**src/rtl/player_motion_ctrl.sv**
```systemverilog
// Player motion controller: clamped vertical stepping with hold-to-repeat,
// and a wrapping horizontal scroll offset advanced once per vsync frame.
module player_motion_ctrl #(
    parameter int HEIGHT        = 768,
    parameter int WIDTH         = 1024,
    parameter int VW            = 10,
    parameter int HW            = 11,
    parameter int V_STEP        = 100,
    parameter int V_INIT        = 384,
    parameter int REPEAT_FRAMES = 8
) (
    input  logic          clock,
    input  logic          reset,
    input  logic          vsync,
    input  logic          up,
    input  logic          down,
    input  logic          pause,
    input  logic [3:0]    speed,
    output logic [VW-1:0] p_vpos,
    output logic [HW-1:0] p_offset,
    output logic          frame_tick,
    output logic          at_top,
    output logic          at_bottom
);
    localparam int CW = $clog2(REPEAT_FRAMES + 1);
    localparam logic [CW-1:0] CNT_LAST = CW'(REPEAT_FRAMES - 1);
    localparam logic [VW-1:0] STEP     = VW'(V_STEP);
    localparam logic [VW-1:0] VMAX     = VW'(HEIGHT - 1);
    localparam logic [VW-1:0] DN_LIM   = VW'(HEIGHT - 1 - V_STEP);
    localparam logic [HW:0]   WRAP     = (HW+1)'(WIDTH);

    typedef enum logic [1:0] {IDLE, HOLD_UP, HOLD_DOWN} state_t;

    state_t        state_q;
    logic [CW-1:0] cnt_q;
    logic [VW-1:0] vpos_q;
    logic [HW-1:0] offset_q, offset_d;
    logic [HW:0]   sum;
    logic          tick_q;
    logic          vsync_q, up_q, down_q;
    logic          up_arm_q, down_arm_q;
    logic          up_press, down_press;

    function automatic logic [VW-1:0] step_up(input logic [VW-1:0] v);
        return (v < STEP) ? '0 : v - STEP;
    endfunction

    function automatic logic [VW-1:0] step_down(input logic [VW-1:0] v);
        return (v > DN_LIM) ? VMAX : v + STEP;
    endfunction

    always_comb begin
        sum      = {1'b0, offset_q} + (HW+1)'(speed);
        offset_d = offset_q;
        if (tick_q && !pause)
            offset_d = (sum >= WRAP) ? HW'(sum - WRAP) : sum[HW-1:0];
        // A button held through reset must be released before it can step again.
        up_press   = up & ~up_q & ~down & up_arm_q;
        down_press = down & ~down_q & ~up & down_arm_q;
    end

    always_ff @(posedge clock) begin
        if (reset) begin
            state_q    <= IDLE;
            cnt_q      <= '0;
            vpos_q     <= VW'(V_INIT);
            offset_q   <= '0;
            tick_q     <= 1'b0;
            vsync_q    <= 1'b0;
            up_q       <= 1'b0;
            down_q     <= 1'b0;
            up_arm_q   <= ~up;
            down_arm_q <= ~down;
        end else begin
            vsync_q    <= vsync;
            up_q       <= up;
            down_q     <= down;
            up_arm_q   <= up_arm_q | ~up;
            down_arm_q <= down_arm_q | ~down;
            tick_q     <= vsync & ~vsync_q;
            offset_q   <= offset_d;
            case (state_q)
                IDLE: begin
                    if (up_press) begin
                        vpos_q  <= step_up(vpos_q);
                        cnt_q   <= '0;
                        state_q <= HOLD_UP;
                    end else if (down_press) begin
                        vpos_q  <= step_down(vpos_q);
                        cnt_q   <= '0;
                        state_q <= HOLD_DOWN;
                    end
                end
                HOLD_UP: begin
                    if (!up || down) begin
                        state_q <= IDLE;
                    end else if (tick_q) begin
                        if (cnt_q == CNT_LAST) begin
                            vpos_q <= step_up(vpos_q);
                            cnt_q  <= '0;
                        end else begin
                            cnt_q <= cnt_q + 1'b1;
                        end
                    end
                end
                HOLD_DOWN: begin
                    if (!down || up) begin
                        state_q <= IDLE;
                    end else if (tick_q) begin
                        if (cnt_q == CNT_LAST) begin
                            vpos_q <= step_down(vpos_q);
                            cnt_q  <= '0;
                        end else begin
                            cnt_q <= cnt_q + 1'b1;
                        end
                    end
                end
                default: state_q <= IDLE;
            endcase
        end
    end

    assign p_vpos     = vpos_q;
    assign p_offset   = offset_q;
    assign frame_tick = tick_q;
    assign at_top     = (vpos_q == '0);
    assign at_bottom  = (vpos_q == VMAX);
endmodule

```
**config.mk**
```make
export PLATFORM = sky130hd
export DESIGN_NAME = player_motion_ctrl
export DESIGN_NICKNAME = d
export VERILOG_FILES = /design/src/rtl/player_motion_ctrl.sv
export SDC_FILE = /design/constraint.sdc
export NUM_CORES = 1
export LEC_CHECK = 0
export CAP_MARGIN = 20
export CELL_PAD_IN_SITES_DETAIL_PLACEMENT = 0
export CELL_PAD_IN_SITES_GLOBAL_PLACEMENT = 1
export CORE_MARGIN = 8
export CORE_UTILIZATION = 39
export CTS_BUF_LIST = sky130_fd_sc_hd__clkbuf_16
export CTS_CLUSTER_DIAMETER = 100
export DETAILED_ROUTE_END_ITERATION = 8
export PLACE_DENSITY_LB_ADDON = 0.1
export SYNTH_ARGS = -nofsm -noshare
export SYNTH_HDL_FRONTEND = slang
export SYNTH_SLANG_ARGS = --single-unit
export TNS_END_PERCENT = 30
```
**constraint.sdc**
```tcl
create_clock -name clock -period 2.4 [get_ports clock]
set_clock_uncertainty 0.1 [all_clocks]
set_input_delay 0.48 -clock clock [delete_from_list [all_inputs] [get_ports clock]]
set_output_delay 0.48 -clock clock [all_outputs]
set_load 0.05 [all_outputs]
```
# Word-level counts from Yosys, hierarchy flattened
# Index checks and enable logic that the tools add are counted.
# Widths: inputs -> output; s select.
# word_totals
reg_bits	33
input_bits	10
output_inout_bits	24
elab_cells	83
# classes
addsub	5
order_cmp	3
eq_ne	13
mux	26
bitwise_logic	14
reduce_logical	12
# op_table
op	n
$mux 10	10
$pmux 10 s3	1
$mux 4	6
$ne 2x2->1 const B	8
$add 11x4->12	1
$ge 12x11->1 const B	1
$pmux 4 s3	1
$mux 11	1
$sub 11x11->11 const B	1
$add 10x7->10 const B	1
$eq 10x10->1 const B	1
$gt 10x10->1 const B	1
$logic_not 10->1	1
$lt 10x7->1 const B	1
$sub 10x7->10 const B	1
$mux 2	4
$reduce_and 8->1	1
$and 1x1->1	7
$pmux 2 s3	1
$not 1->1	5
$add 4x1->4 const B	1
$eq 4x3->1 const B	1
$reduce_and 4->1	1
$logic_not 1->1	3
10 further kinds	13

# Longest topological paths before layout
# logic_depth
word_depth	7
mapped_depth	9
ltp_nobuf	9

# Worst setup path after synthesis
# OpenSTA, ideal clock, no wires.
# synth_path
kind	reg2out
from	register vpos_q[4] (netlist: p_vpos[4])
to	output port at_bottom
arrival_time_ns	2.685
t_required_ns	1.820
setup_slack_ns	-0.865
stages_incl_launch_ff	4
n_path_buf	1
cell_sequence	dfxtp_1 -> clkbuf_1 -> nand4b_1 -> nor4_1
# synth_between
elab_chain_len	1
# synth_rtl
item	line	text
from (decl)	36	logic [VW-1:0] vpos_q;
from (signal assigned)	66	vpos_q <= VW'(V_INIT);
from (signal assigned)	85	vpos_q <= step_up(vpos_q);
from (signal assigned)	89	vpos_q <= step_down(vpos_q);
$eq 10x10->1	127	assign at_bottom = (vpos_q == VMAX);
to (decl)	23	output logic at_bottom
# Every way passes these cells.

# Worst setup path in the final report
# layout_path
from	register vpos_q[7] (netlist: p_vpos[7])
to	output port at_top
# layout_between
elab_chain_len	1
# layout_rtl
item	line	text
$logic_not 10->1	126	assign at_top = (vpos_q == '0);
to (decl)	22	output logic at_top,
# Every way passes these cells.

==> impl_metrics.env <==
export IMPL_area_growth_pct=36.75
export IMPL_finalSetupViolations=0
export IMPL_portBuffers=33
export IMPL_fin_crit_sh=0.9682
export IMPL_fin_cells=372
export IMPL_worstPathArrival_ns=1.74
export IMPL_synth_most_common_cell="dfxtp_1"
export IMPL_ctsResizeCount=0
export IMPL_drtAntennaViolNets=0
export IMPL_rr_worst_depth=6
export IMPL_coreArea_sq_mm=0.005010
export IMPL_nets=325
export IMPL_chipWidth_microns=87.22
export IMPL_synthFlopType="dfxtp_1"
export IMPL_die_height_microns=87.22
export IMPL_io_pins=34
export IMPL_syn_area_sq_mm=0.001978
export IMPL_ys_seq_area_frac=0.3340
export IMPL_drive_above_1_share=0.1291
export IMPL_p_leak_uw=0.001085
export IMPL_first_global_vias=1922
export IMPL_cts_tree="done"
export IMPL_crit_type="flip-flop to output pin"
export IMPL_r2r_slack_ns=0.25
export IMPL_synthArstFlopShare=0
export IMPL_yosysWarnings=0
export IMPL_first_pass_iters=4
export IMPL_r2r_end="p_vpos[5]$_SDFFE_PP0P_"
export IMPL_fill_cells=518
export IMPL_wl_per_cell_microns=13.67
export IMPL_clk_latency_ns=0.27
export IMPL_required_ns=1.82
export IMPL_place_hpwl_mm=3.759
export IMPL_grt_usage=0.1421
export IMPL_yosysTopAreaCell="dfxtp_1"
export IMPL_viasPerCell=5.140
export IMPL_r2r_start="state_q[1]$_SDFFE_PP0P_"
export IMPL_synth_edf_count=0
export IMPL_yosys_top_cells_area="dfxtp_1 33%, ha_1 8.2%, a21oi_1 5.6%"
export IMPL_startpoint_type="flip-flop"
export IMPL_endpoint_kind="output pin"
export IMPL_routabilityCongestion=0.7922
export IMPL_synthesis_nets=275
export IMPL_vias=1912
export IMPL_period_minus_slack_ns=2.324
export IMPL_max_slew_margin=0.6616
export IMPL_path_clk_slew_ns=0.05
export IMPL_drc=0
export IMPL_critical_path_max_fanout=12
export IMPL_route_met3_wl_microns=314
export IMPL_antenna_found_initial=0
export IMPL_status="finished clean"
export IMPL_powerDensity_mw_per_mm2=648.4
export IMPL_whs_ns=0.2878
export IMPL_clk_path_buf_depth=2
export IMPL_finalHoldViolations=0
export IMPL_cts_max_level=2
export IMPL_overflow=0
export IMPL_rsz0062_at_grt="false"
export IMPL_diodes=0
export IMPL_worst_pin_slew_ns=0.5060
export IMPL_max_cap_viol_count=0
export IMPL_synth_seq_cells=33
export IMPL_syn_instance_count=251
export IMPL_place_ws_ns=-0.1717
export IMPL_maxSlewViolCount=0
export IMPL_postRouteWirelength_mm=5.085
export IMPL_ctsRootBufferMaster="clkbuf_16"
export IMPL_die_area_sq_mm=0.007607
export IMPL_fmax_mhz=430.3
export IMPL_grt_max_degree=27
export IMPL_wl_met2_mm=2.399
export IMPL_setup_slack_ns=0.07626
export IMPL_dr_first_iter_drc_count=65
export IMPL_synthDistinctLibCells=44
export IMPL_synth_top_area_frac=0.3340
export IMPL_hold_path_class="flip-flop to flip-flop"
export IMPL_drt_met1_wl_mm=2.292
export IMPL_top_layer="met4"
export IMPL_crit_end="at_top"
export IMPL_numCtsBuffers=5
export IMPL_rows=26
export IMPL_cts_hold_buffers=0
export IMPL_clkSinkCount=33
export IMPL_placed_cells_incl_taps=364
export IMPL_yosys_top_cells_count="33 x dfxtp_1, 28 x nor2_1, 22 x a21oi_1"
export IMPL_grt_pass1_wl_mm=8.576
export IMPL_post_cts_setup_buffers=0
export IMPL_initial_core_util=0.3949
export IMPL_startpoint="p_vpos[7]$_SDFFE_PP1P_"
export IMPL_avgSynthCellArea_sq_um=7.881
export IMPL_ir_drop_mv=0.2808
[final cells by class]
type                    instances  area, sq um  area share
multi-input cells             189         1242      0.4593
flip-flops and latches         33        660.6      0.2442
repair buffers                 54        508.0      0.1878
clock buffers                   5        125.1     0.04625
well taps                      70        87.58     0.03238
inverters                      18        67.56     0.02498
clock inverters                 3        13.76    0.005088
[where the power goes]
group          total, uW  internal, uW  leakage (uW)  switching, uW
Sequential           625           581      0.000269           43.7
Clock                607           376     0.0000748            231
Combinational        521           214      0.000741            308
[routing by layer]
metal / GRT usage / up-vias
li1: - / 975
met1: 0.1498 / 881
met2: 0.2554 / 47
met3: 0.04623 / 9
met4: 0.05313 / 0
met5: 0 / -
[kinds of logic after synthesis]
kind of cell,after synthesis,synth area share
flip-flops,33,0.3340
XOR/XNOR,10,0.04428
AO/OA/AOI/OAI,67,0.2157
multiplexers,1,0.005060
adder cells (fa/ha/maj),14,0.09235
buffers and inverters,29,0.05692
AND/OR/NAND/NOR,97,0.2517
[sequential cells by signal, indices dropped and copies added, names as in the netlist]
register and count:
cnt_q 4, up_q 1, down_q 1, up_arm_q 1, p_vpos 10, state_q 2
frame_tick 1, p_offset 11, vsync_q 1, down_arm_q 1
[worst min path at each step]
stage                             from                    end  slack, ns  depth (start not counted)
finish              vsync_q$_SDFF_PP0_  frame_tick$_SDFF_PP0_       0.29                          1
floorplan           vsync_q$_SDFF_PP0_  frame_tick$_SDFF_PP0_       0.27                          1
global route        vsync_q$_SDFF_PP0_  frame_tick$_SDFF_PP0_       0.29                          1
detailed placement  vsync_q$_SDFF_PP0_  frame_tick$_SDFF_PP0_       0.28                          1
global placement    vsync_q$_SDFF_PP0_  frame_tick$_SDFF_PP0_       0.27                          1
CTS                 vsync_q$_SDFF_PP0_  frame_tick$_SDFF_PP0_       0.29                          1
[layout by cell type (no fill, tap or decap), types with 3 or more instances in the layout]
master,netlist,layout
o21a_1,3,3
nor2b_1,6,5
a21o_1,4,4
nand2_1,21,21
o21ai_1,4,4
ha_1,13,13
or4_1,4,4
a21oi_1,22,22
nor2_1,28,28
nand2b_1,4,4
o21ai_0,15,15
nand3_1,6,6
dfxtp_1,33,33
clkdlybuf4s50_1,0,29
xnor2_1,8,8
nor3b_1,4,4
nor3_1,9,9
buf_4,0,22
clkbuf_16,0,5
a211oi_1,3,3
inv_1,18,19
[critical path, cell delays in order, from the launching register on]
cell,delay [ns]
dfxtp_1,0.42
or3_1,0.56
nor4_4,0.32
buf_12,0.18
[metrics by stage]
step           total power [uW]  instance area, sq um    util  setup TNS (ns)
6_report                   1754                  2705  0.5400               0
3_3_place_gp               1156                  2556  0.5102         -0.7779
4_1_cts                    1780                  2695  0.5380               0
2_1_floorplan             975.6                  2008       -         -0.1023
3_5_place_dp               1156                  2556  0.5102          -1.137
5_1_grt                    1860                  2705  0.5400               0
Note: power is estimated with default switching activity, not from simulation.
